### config.mk
export PLATFORM = sky130hd
export DESIGN_NAME = sprite_compositor
export DESIGN_NICKNAME = d
export VERILOG_FILES = /design/src/rtl/sprite_compositor.sv
export SDC_FILE = /design/constraint.sdc
export NUM_CORES = 1
export LEC_CHECK = 0
export ABC_CLOCK_PERIOD_IN_PS = 2600
export BUFFER_PORTS_ARGS = -buffer_cell sky130_fd_sc_hd__buf_2
export CORE_ASPECT_RATIO = 1.25
export CORE_MARGIN = 2
export CORE_UTILIZATION = 49
export DETAILED_ROUTE_END_ITERATION = 8
export PLACE_DENSITY = 0.8
export SYNTH_ARGS = -nofsm -noshare
export SYNTH_HDL_FRONTEND = slang
export SYNTH_SLANG_ARGS = --single-unit
### constraint.sdc
create_clock -name clk -period 2.6 [get_ports clk]
set_clock_uncertainty 0.05 [all_clocks]
set_input_delay 0 -clock clk [delete_from_list [all_inputs] [get_ports clk]]
set_output_delay 0 -clock clk [all_outputs]
set_load 0.005 [all_outputs]
### src/rtl/sprite_compositor.sv
// Pixel-stage mixer: aligns sprite flags to ROM pixels, keys, prioritises,
// expands to 8-bit VGA channels and counts per-frame sprite overlap.
module sprite_compositor #(
    parameter int COLOR_DEPTH = 8,
    parameter logic [COLOR_DEPTH-1:0] TRANSPARENT = 8'hE3,
    parameter int ALIGN_DELAY = 1,
    parameter int H_TOTAL = 800,
    parameter int V_TOTAL = 525,
    parameter int CNT_WIDTH = 16
) (
    input  logic                   clk,
    input  logic                   reset,
    input  logic [9:0]             hcount,
    input  logic [9:0]             vcount,
    input  logic                   active,
    input  logic [COLOR_DEPTH-1:0] p1_color,
    input  logic                   p1_active,
    input  logic [COLOR_DEPTH-1:0] p2_color,
    input  logic                   p2_active,
    input  logic [COLOR_DEPTH-1:0] bg_color,
    input  logic                   p1_on_top,
    output logic [7:0]             vga_r,
    output logic [7:0]             vga_g,
    output logic [7:0]             vga_b,
    output logic                   collision,
    output logic [CNT_WIDTH-1:0]   overlap_count,
    output logic                   frame_done
);

    localparam logic [9:0] H_LAST = 10'(H_TOTAL - 1);
    localparam logic [9:0] V_LAST = 10'(V_TOTAL - 1);
    localparam logic [CNT_WIDTH-1:0] CNT_MAX = '1;

    logic a1, a2, av;

    generate
        if (ALIGN_DELAY == 0) begin : g_nodly
            assign a1 = p1_active;
            assign a2 = p2_active;
            assign av = active;
        end else begin : g_dly
            // Each stage carries {av, a2, a1} together
            logic [2:0] dly_q [ALIGN_DELAY];
            logic [2:0] dly_d [ALIGN_DELAY];

            always_comb begin
                dly_d[0] = {active, p2_active, p1_active};
                for (int i = 1; i < ALIGN_DELAY; i++) begin
                    dly_d[i] = dly_q[i-1];
                end
            end

            always_ff @(posedge clk or negedge reset) begin
                if (!reset) begin
                    for (int i = 0; i < ALIGN_DELAY; i++) begin
                        dly_q[i] <= '0;
                    end
                end else begin
                    for (int i = 0; i < ALIGN_DELAY; i++) begin
                        dly_q[i] <= dly_d[i];
                    end
                end
            end

            assign {av, a2, a1} = dly_q[ALIGN_DELAY-1];
        end
    endgenerate

    logic                   o1, o2, ovl;
    logic [COLOR_DEPTH-1:0] pix;
    logic                   boundary;

    assign o1       = a1 & (p1_color != TRANSPARENT);
    assign o2       = a2 & (p2_color != TRANSPARENT);
    assign ovl      = o1 & o2 & av;
    assign boundary = (hcount == H_LAST) && (vcount == V_LAST);

    always_comb begin
        pix = bg_color;
        if (!av) begin
            pix = '0;
        end else if (o1 && o2) begin
            pix = p1_on_top ? p1_color : p2_color;
        end else if (o1) begin
            pix = p1_color;
        end else if (o2) begin
            pix = p2_color;
        end
    end

    logic [7:0]           r_q, r_d, g_q, g_d, b_q, b_d;
    logic [CNT_WIDTH-1:0] acc_q, acc_d, cnt_q, cnt_d, acc_inc;
    logic                 coll_q, coll_d, done_q, done_d;

    always_comb begin
        r_d     = {pix[7:5], pix[7:5], pix[7:6]};
        g_d     = {pix[4:2], pix[4:2], pix[4:3]};
        b_d     = {pix[1:0], pix[1:0], pix[1:0], pix[1:0]};
        acc_inc = (ovl && acc_q != CNT_MAX) ? acc_q + 1'b1 : acc_q;
        acc_d   = acc_inc;
        cnt_d   = cnt_q;
        coll_d  = coll_q;
        done_d  = 1'b0;
        if (boundary) begin
            cnt_d  = acc_inc;
            coll_d = (acc_inc != '0);
            done_d = 1'b1;
            acc_d  = '0;
        end
    end

    always_ff @(posedge clk or negedge reset) begin
        if (!reset) begin
            r_q    <= '0;
            g_q    <= '0;
            b_q    <= '0;
            acc_q  <= '0;
            cnt_q  <= '0;
            coll_q <= 1'b0;
            done_q <= 1'b0;
        end else begin
            r_q    <= r_d;
            g_q    <= g_d;
            b_q    <= b_d;
            acc_q  <= acc_d;
            cnt_q  <= cnt_d;
            coll_q <= coll_d;
            done_q <= done_d;
        end
    end

    assign vga_r         = r_q;
    assign vga_g         = g_q;
    assign vga_b         = b_q;
    assign collision     = coll_q;
    assign overlap_count = cnt_q;
    assign frame_done    = done_q;

endmodule

# Word-level counts from Yosys, hierarchy flattened
# Cells that the tools add are included.
# word_totals
mem_bits_rw	0
latch_bits	0
input_bits	50
register_bits	61
n_memories	0
output_inout_bits	42
mem_bits_ro	0
word_cells	30
# classes
n_eq_ne	5
n_div	0
mux	8
n_reduce_logical	4
mul	0
n_bitwise	4
n_lt_le_gt_ge	0
addsub	1
shift	0
# ops
cell	n
$mux W8	5
$mux W16	2
$eq A10 B10 Y1 const B	2
$add A16 B1 Y16 const B	1
$ne A16 B16 Y1 const B	1
$ne A8 B8 Y1 const B	2
$reduce_bool A16 Y1	1
$and A1 B1 Y1	4
$logic_and A1 B1 Y1	3
$mux W1	1

# Logic depth before layout (Yosys ltp)
# Gate-level depths: netlist of run 1.
# logic_depth
depth_word	7
mapped_depth	8
depth_no_buf	8

# Worst setup path before layout of run 1
# No wires, ideal clock.
# synth_timing
path_type	flip-flop to flip-flop
start	reg acc_q[0]
end	reg coll_q, in the netlist collision
path_stages_with_launch	9
n_path_buf	0
setup_ps	138
slack_ps	278
period_less_slack_ps	2322
t_required_ps	2412
arrival_ps	2134
path_cell_list	dfrtp_1 > ha_1 > nand4_2 > or3_1 > nor4_1 > mux2i_1 > nand3_1 > nor4b_2 > a31oi_1
# synth_via
elab_chain_len	4
word_cells_on_any_way	5
cone_classes	add/sub: 1; eq/ne: 1; mux: 1; reduce/logical: 2
# synth_lines
element	line_no	rtl
start: declaration	92	logic [CNT_WIDTH-1:0] acc_q, acc_d, cnt_q, cnt_d, acc_inc;
start signal: assignment	117	acc_q <= '0;
start signal: assignment	125	acc_q <= acc_d;
branches (longest 2 deep; another with $add A16 B1 Y16)	-	
$mux W16 *	99	acc_inc = (ovl && acc_q != CNT_MAX) ? acc_q + 1'b1 : acc_q;
$reduce_bool A16 Y1 *	106	coll_d = (acc_inc != '0);
end signal: assignment	127	coll_q <= coll_d;
end: declaration	93	logic coll_q, coll_d, done_q, done_d;
# Every way passes the cells marked *.
# A chain may end at the register's enable or synchronous reset.

# Final worst setup path of run 1
# layout_timing
start	reg acc_q[1]
end	reg coll_q, in the netlist collision
# The elaborated chain is that of the path after synthesis.

==> reports/results.tsv, run 1 <==
stage	metric	value	unit
pwr	p_comb_share	19.1	%
clock_tree	clk_pin_slew_worst_paths	80	ps
global_routing	antenna_found_initial	0	
synth	synthTopCellsByCount	52 x nor2_1, 45 x dfrtp_1, 16 x a21oi_1, 16 x buf_4, 12 x xnor2_1	
die	die_height	81.5	um
synth	synth_top_family_by_area	simple AND/OR/NAND/NOR gates	
synth	synth-xor-area-share	5.21	%
place	numPortBuffers	91	
synth	synth.distinct_cells	48	
detailed_routing	routedWlPerCell	14.1	um
cells_and_area	antenna_cells	0	
timing	hold_viol_final	0	
die	start_util	50.2	%
synth	async_reset_ff_share	100	%
detailed_routing	ant_nets	0	
pwr	finalPower	1.67	mW
synth	synth_nets	290	
cells_and_area	nets	390	
global_routing	overflow	0	
clock_tree	cts_buffer_depth	2	
synth	synth.most_common_cell	nor2_1	
timing	setup_viol	0	
job	maxCapViolations	0	
clock_tree	numCtsBuffers	5	
synth	yosys_warnings	0	
cells_and_area	final_cells	400	
pwr	switching_share	26.6	%
die	die_area	5380	um^2
worst_setup_path	worstSetupPathType	reg -> reg	
pwr	p_per_area	536	nW/um^2
outcome	status	finished, final reports clean	
synth	yosysSeqAreaShare	47.8	%
place	dp_hpwl	3990	um
cells_and_area	multi_input_area	1080	um^2
pwr	pwr-share-clk	32.4	%
synth	ys_ff_latch	45	
timing	drv_slew	0	
clock_tree	cts-htree-levels	2	
synth	syn_area_per_cell	9.85	um^2
global_routing	track_usage	21.9	%
timing	max_freq	395	MHz
cells_and_area	fill_cells	380	
synth	synth_compound_area_share	11.8	%
worst_setup_path	cpPeakStageDelay	460	ps
worst_setup_path	arrival	2650	ps
synth	synthMuxAreaShare	2.13	%
synth	yosysTopAreaCellShare	47.8	%
die	core_area	4690	um^2
synth	syn-cell-area	2350	um^2
detailed_routing	dr.pass1.iters	4	
detailed_routing	wl	5630	um
synth	synthSimpleGateAreaFrac	25.5	%
clock_tree	cts_tree	built	
worst_setup_path	cpLargestDelayFamily	simple AND/OR/NAND/NOR gates	
cells_and_area	layout.area.seq	1130	um^2
detailed_routing	vias	2122	
pwr	p_switching	443	uW
synth	synthFlopType	dfrtp_1	
timing	tightest_slew	990	ps
pwr	internal_power	1.23	mW
synth	yosys-top-cells-area	dfrtp_1 48%, nor2_1 8.3%, buf_4 5.1%	
place	dp_cells	370	
worst_setup_path	path_buf_inv	0	
die	pin_count	92	
detailed_routing	drc_errors	0	
cells_and_area	drive_gt1_share	34.7	%
die	rows	28	
global_routing	grt_pass1_wl	8870	um
worst_setup_path	crit_path_end_kind	flip-flop	
synth	synth_fa_ha_area_share	0.531	%
min_path	hp-class	in -> reg	
timing	max_slew_margin	34.0	%
timing	fin_ws	68.1	ps
pwr	vdd_drop_max	439	uV
synth	synth-edff-count	0	
detailed_routing	drt_iter0_drc	54	
pwr	p_seq_share	48.5	%
worst_setup_path	crit_path_start_kind	flip-flop	
synth	syn_inst	239	
clock_tree	clock_latency	300	ps
pwr	p_leak	1.59	nW
global_routing	grt_max_degree	46	
global_routing	grt_pass1_vias	2019	
die	die_x	66.0	um
place	dp_slack	87.1	ps
place	routabilityCongestion	0.856	
clock_tree	clock_sinks	45	
worst_setup_path	path_cells	ha_2, nand4_2, or3_1, nor4_2, mux2i_1, nand3_1, nor4b_2, a31oi_1	
detailed_routing	viasPerCell	5.31	
timing	min_period	2530	ps
clock_tree	cts-root-buf	clkbuf_8	
worst_setup_path	slowest_stage	or3_1	
timing	period_share	97.4	%
cells_and_area	area_growth_syn_to_layout	32.1	%
worst_setup_path	critPathRequiredTime	2720	ps
synth	yosys.area.top_type	dfrtp_1	
worst_setup_path	cp_max_fo	5	
[what timing repair did]
action | CTS | global route
resized for setup | 0 | 3
setup endpoints to repair | 0 | 8
hold buffers | 19 | 1
setup buffers | 0 | 2
hold endpoints to repair | 56 | 1
[metal layers]
metal,track usage [%],routed length (um),vias to the layer above
li1,-,-,1036
met1,23.9,2260,980
met2,40.9,2920,99
met3,4.66,376,7
met4,8.57,77,0
met5,0,0,-
[cell usage in the layout, fill, tap and decap left out, types with 3 or more instances in the layout]
cell type,synthesis,routed
nand4_2,3,3
buf_2,4,91
mux2i_1,5,5
nand3_1,6,6
and3_1,4,4
xnor2_1,12,12
dfrtp_1,45,45
nand4_1,4,4
o221ai_1,8,8
clkbuf_8,0,6
nor4_1,4,3
buf_4,16,6
dlygate4sd3_1,0,20
nand2_1,11,11
nor2_1,52,52
inv_1,3,3
a21oi_1,16,16
[logic make-up (layout without fill, tap and decap cells)]
group,count (synthesis),count (layout)
multiplexers,5,5
AO/OA/AOI/OAI,38,38
flip-flops,45,45
XOR/XNOR,14,14
adder cells (fa/ha/maj),1,1
buffers and inverters,27,128
AND/OR/NAND/NOR,109,109
[per-stage QoR]
step | hold WS (ps) | setup TNS (ps) | utilization [%] | instance area, um^2
6_report | 12.8 | 0 | 66.3 | 3110
5_1_grt | 22.6 | -99.1 | 66.3 | 3110
4_1_cts | 7.42 | 0 | 65.4 | 3070
3_5_place_dp | 63.0 | 0 | 58.9 | 2770
3_3_place_gp | 59.5 | 0 | 58.9 | 2770
2_1_floorplan | -346 | 0 | - | 2350
[path summary, 6_finish.rpt]
| path | start | endpoint | slack, ps | cells after the start |
|---|---|---|---|---|
| setup / recovery | acc_q[1] | collision | 70 | 8 |
| hold / removal | bg_color[1] | vga_b[5] | 10 | 3 |
| setup reg to reg | acc_q[1] | collision | 70 | 8 |
| hold reg to reg | overlap_count[12] | overlap_count[12] | 470 | 1 |
| max in group asynchronous | reset | acc_q[2] | 1540 | 2 |
| min in group asynchronous | reset | acc_q[9] | 350 | 2 |
[tightest hold or removal path, stage by stage]
cell      delay [ps]
buf_2             80
o221ai_1         110
nor2_1           120
[power groups by stage]
stage	logic (mW)	clock network [mW]	registers [mW]
2_1_floorplan	0.208	0	0.795
3_3_place_gp	0.276	0	0.814
3_5_place_dp	0.286	0	0.821
4_1_cts	0.313	0.554	0.807
5_1_grt	0.348	0.584	0.817
6_report	0.318	0.540	0.810
[sequential cells by signal, indices dropped and copies added, names as in the netlist]
| register | cells |
|---|---|
| vga_b | 2 |
| vga_r | 3 |
| collision | 1 |
| overlap_count | 16 |
| g_dly.dly_q | 3 |
| frame_done | 1 |
| vga_g | 3 |
| acc_q | 16 |
[layout make-up]
| class | count | share of cell area (%) |
|---|---|---|
| clock buffer | 7 | 2.77 |
| clock inverter | 1 | 0.965 |
| inverter | 3 | 0.362 |
| multi-input combinational | 167 | 34.8 |
| sequential | 45 | 36.2 |
| tap | 60 | 2.41 |
| timing repair buffer | 117 | 22.5 |
Power figures use the tool's default switching activity.
==> run 2, diff against run 1 <==
--- a/config.mk
+++ b/config.mk
@@ -5,13 +5,14 @@
 export SDC_FILE = /design/constraint.sdc
 export NUM_CORES = 1
 export LEC_CHECK = 0
+export ABC_AREA = 1
 export ABC_CLOCK_PERIOD_IN_PS = 2600
 export BUFFER_PORTS_ARGS = -buffer_cell sky130_fd_sc_hd__buf_2
-export CORE_ASPECT_RATIO = 1.25
 export CORE_MARGIN = 2
-export CORE_UTILIZATION = 49
+export CORE_UTILIZATION = 51
 export DETAILED_ROUTE_END_ITERATION = 8
 export PLACE_DENSITY = 0.8
+export SETUP_SLACK_MARGIN = 0.02
 export SYNTH_ARGS = -nofsm -noshare
 export SYNTH_HDL_FRONTEND = slang
 export SYNTH_SLANG_ARGS = --single-unit
==> run 2 against run 1 <==
Effect of this change:
- flip-flop and latch count stayed put
- area after synthesis up 22%
- total power fell by 2.7%
- fmax rose by 20%
- register-to-register slack improved by 430 ps
- critical path depth up 5
- synthesized cell count rose by 71%
- core utilization shrank 3.8 points
- clock power is essentially flat
- critical endpoint unchanged
==> reports/results.tsv, run 2 <==
stage	metric	value	unit	change
outcome	status	finished, final reports clean		
pwr	vdd_drop_max	257	uV	-41%
global_routing	grt_max_degree	46		unchanged
worst_setup_path	cp_max_fo	15		+10
synth	yosysSeqAreaShare	39.3	%	-8.5 points
cells_and_area	area_growth_syn_to_layout	19.3	%	
pwr	p_leak	1.86	nW	+17%
synth	synthTopCellsByCount	110 x nand2_1, 58 x nor2_1, 48 x inv_1		
timing	rsz0062_at_grt	false		
clock_tree	clock_sinks	45		unchanged
timing	drv_slew	0		unchanged
detailed_routing	dr.pass1.iters	5		+1
die	pin_count	92		unchanged
timing	hold_viol_final	0		unchanged
pwr	p_per_area	475	nW/um^2	-11%
cells_and_area	final_common_cell	nand2_1		
worst_setup_path	path_buf_inv	1		+1
timing	fin_ws	497	ps	+429 ps
worst_setup_path	rrSetupSlack	500	ps	+430 ps
timing	setup_viol	0		unchanged
synth	yosysTopAreaCellShare	39.3	%	-8.5 points
clock_tree	cts_setup_buffers	0		unchanged
die	die_height	79.0	um	-3.1%
timing	tightest_slew	964	ps	-26.4 ps
detailed_routing	drt_iter0_drc	199		+270%
synth	synth-edff-count	0		unchanged
timing	tns	0	ps	unchanged
synth	synth.distinct_cells	34		-29%
place	dp_hpwl	5120	um	+28%
worst_setup_path	critPathRequiredTime	2750	ps	+30 ps
min_path	hp-class	in -> reg		
die	core_area	5470	um^2	+17%
cells_and_area	mostFrequentLayoutCells	110 x nand2_1, 91 x buf_2, 58 x nor2_1		
global_routing	track_usage	23.1	%	+1.2 points
job	maxCapViolations	0		unchanged
cells_and_area	final_cells	558		+40%
synth	yosys.area.top_type	dfrtp_1		
timing	max_slew_margin	35.8	%	+1.8 points
die	start_util	52.4	%	+2.2 points
timing	min_period	2100	ps	-429 ps
worst_setup_path	cpPeakStageDelay	420	ps	-40 ps
cells_and_area	nets	536		+37%
cells_and_area	utilization	62.5	%	-3.8 points
clock_tree	cts-htree-levels	2		unchanged
worst_setup_path	crit_path_start_kind	flip-flop		
clock_tree	clk_pin_slew_worst_paths	90	ps	about the same
global_routing	antenna_found_initial	0		unchanged
cells_and_area	antenna_cells	0		unchanged
worst_setup_path	path_cells	ha_1, nand3_2, inv_2, nand4_4, nand3_4, nand2_1, nand2_1, nor2_1, nand2_1, nor2_1, nand2_1, nand2_1, nand2_1		
synth	yosys-top-cells-area	dfrtp_1 39%, nand2_1 14%, nor2_1 7.6%		
detailed_routing	ant_nets	0		unchanged
timing	period_share	80.9	%	-16 points
clock_tree	cts_resized	0		unchanged
worst_setup_path	slowest_stage	dfrtp_1		
detailed_routing	wl	6850	um	+22%
worst_setup_path	critPathMostFrequentCell	nand2_1		
synth	synth.most_common_cell	nand2_1		
synth	synthFlopType	dfrtp_1		
synth	syn-cell-area	2870	um^2	+22%
clock_tree	numCtsBuffers	5		unchanged
synth	synth_nets	459		+58%
timing	max_freq	475	MHz	+20%
clock_tree	cts-root-buf	clkbuf_8		
detailed_routing	viasPerCell	5.21		-1.8%
synth	ys_ff_latch	45		unchanged
clock_tree	cts_buffer_depth	2		unchanged
synth	syn_area_per_cell	7.02	um^2	-29%
worst_setup_path	worstSetupPathType	reg -> reg		
synth	syn_inst	408		+71%
synth	async_reset_ff_share	100	%	unchanged
pwr	finalPower	1.62	mW	-2.7%
place	dp_cells	543		+47%
cells_and_area	drive_gt1_share	24.5	%	-10 points
place	routabilityCongestion	0.918		+7.2%
worst_setup_path	crit_path_end_kind	flip-flop		
place	dp_slack	563	ps	+476 ps
die	die_area	6230	um^2	+16%
global_routing	grt_pass1_vias	2703		+34%
detailed_routing	routedWlPerCell	12.3	um	-13%
clock_tree	cts_tree	built		
place	numPortBuffers	91		unchanged
clock_tree	clock_latency	310	ps	about the same
detailed_routing	drc_errors	0		unchanged
die	rows	27		-3.6%
global_routing	overflow	0		unchanged
detailed_routing	vias	2906		+37%
global_routing	grt_pass1_wl	11500	um	+29%
worst_setup_path	cpLargestDelayFamily	simple AND/OR/NAND/NOR gates		
synth	yosys_warnings	0		unchanged
worst_setup_path	arrival	2260	ps	-390 ps
die	die_x	79.0	um	+20%
run 2: cell count changes after synthesis, sizes merged, moves of 8 or more:
cell | before | now
a21oi | 16 | 6
inv | 3 | 50
nand2 | 12 | 112
nand3 | 6 | 22
nand4 | 7 | 16
nor2 | 52 | 66
o21ai | 2 | 42
xnor2 | 12 | 4
run 2: report_power, final:
group	total (mW)	leakage, nW	internal [mW]	switching, mW
registers	0.781	0.609	0.736	0.0451
clock network	0.539	0.0585	0.288	0.251
logic	0.303	1.19	0.127	0.176
total	1.62	1.86	1.15	0.472
run 2: layout make-up:
class | instances | area [um^2]
Timing Repair Buffer | 100 | 541
Clock buffer | 5 | 68.8
Multi-Input combinational cell | 283 | 1360
Sequential cell | 45 | 1130
Clock inverter | 3 | 43.8
Tap cell | 72 | 90.1
Inverter | 50 | 188
Fill cell | 518 | 2050
run 2: worst paths after layout:
check                                          to  cells past startpoint         startpoint
max in group asynchronous       overlap_count[13]                      2              reset
worst min-delay path                    collision                      5          hcount[8]
worst max register to register          collision                     13           acc_q[0]
worst max-delay path                    collision                     13           acc_q[0]
worst min register to register  overlap_count[15]                      2  overlap_count[15]
min in group asynchronous                vga_r[4]                      2              reset
run 2: logic make-up (layout without fill, tap and decap cells):
logic type      Yosys count  in the layout  share of synthesized area (%)
compound gates           53             53                           9.74
buf+inv                  80            158                           13.2
simple gates            224            224                           35.8
flops                    45             45                           39.3
xor+xnor                  5              5                           1.53
fa+ha+maj                 1              1                          0.437
run 2: worst min-delay path, delay by kind of cell:
kind | cells | cell delay, ps
simple gates | 3 | 170
buf+inv | 2 | 170
run 2: repair_timing:
| item | 4_1_cts | 5_1_grt |
|---|---|---|
| setup endpoints to repair | 0 | 0 |
| hold buffers | 7 | 0 |
| hold endpoints to repair | 50 | 0 |
run 2: per-layer routing:
layer  part of all wire [%]  track usage [%]
met3                    8.4             6.02
met5                      0                0
met1                     42             26.8
met4                    1.6             9.31
met2                     48             40.6
run 2: stage by stage:
step	hold WS [ps]	area [um^2]
after global routing	40.4	3420
final	19.4	3420
after CTS	13.9	3420
after global placement	58.5	3240
after floorplan	-346	2870
after detailed placement	60.5	3240
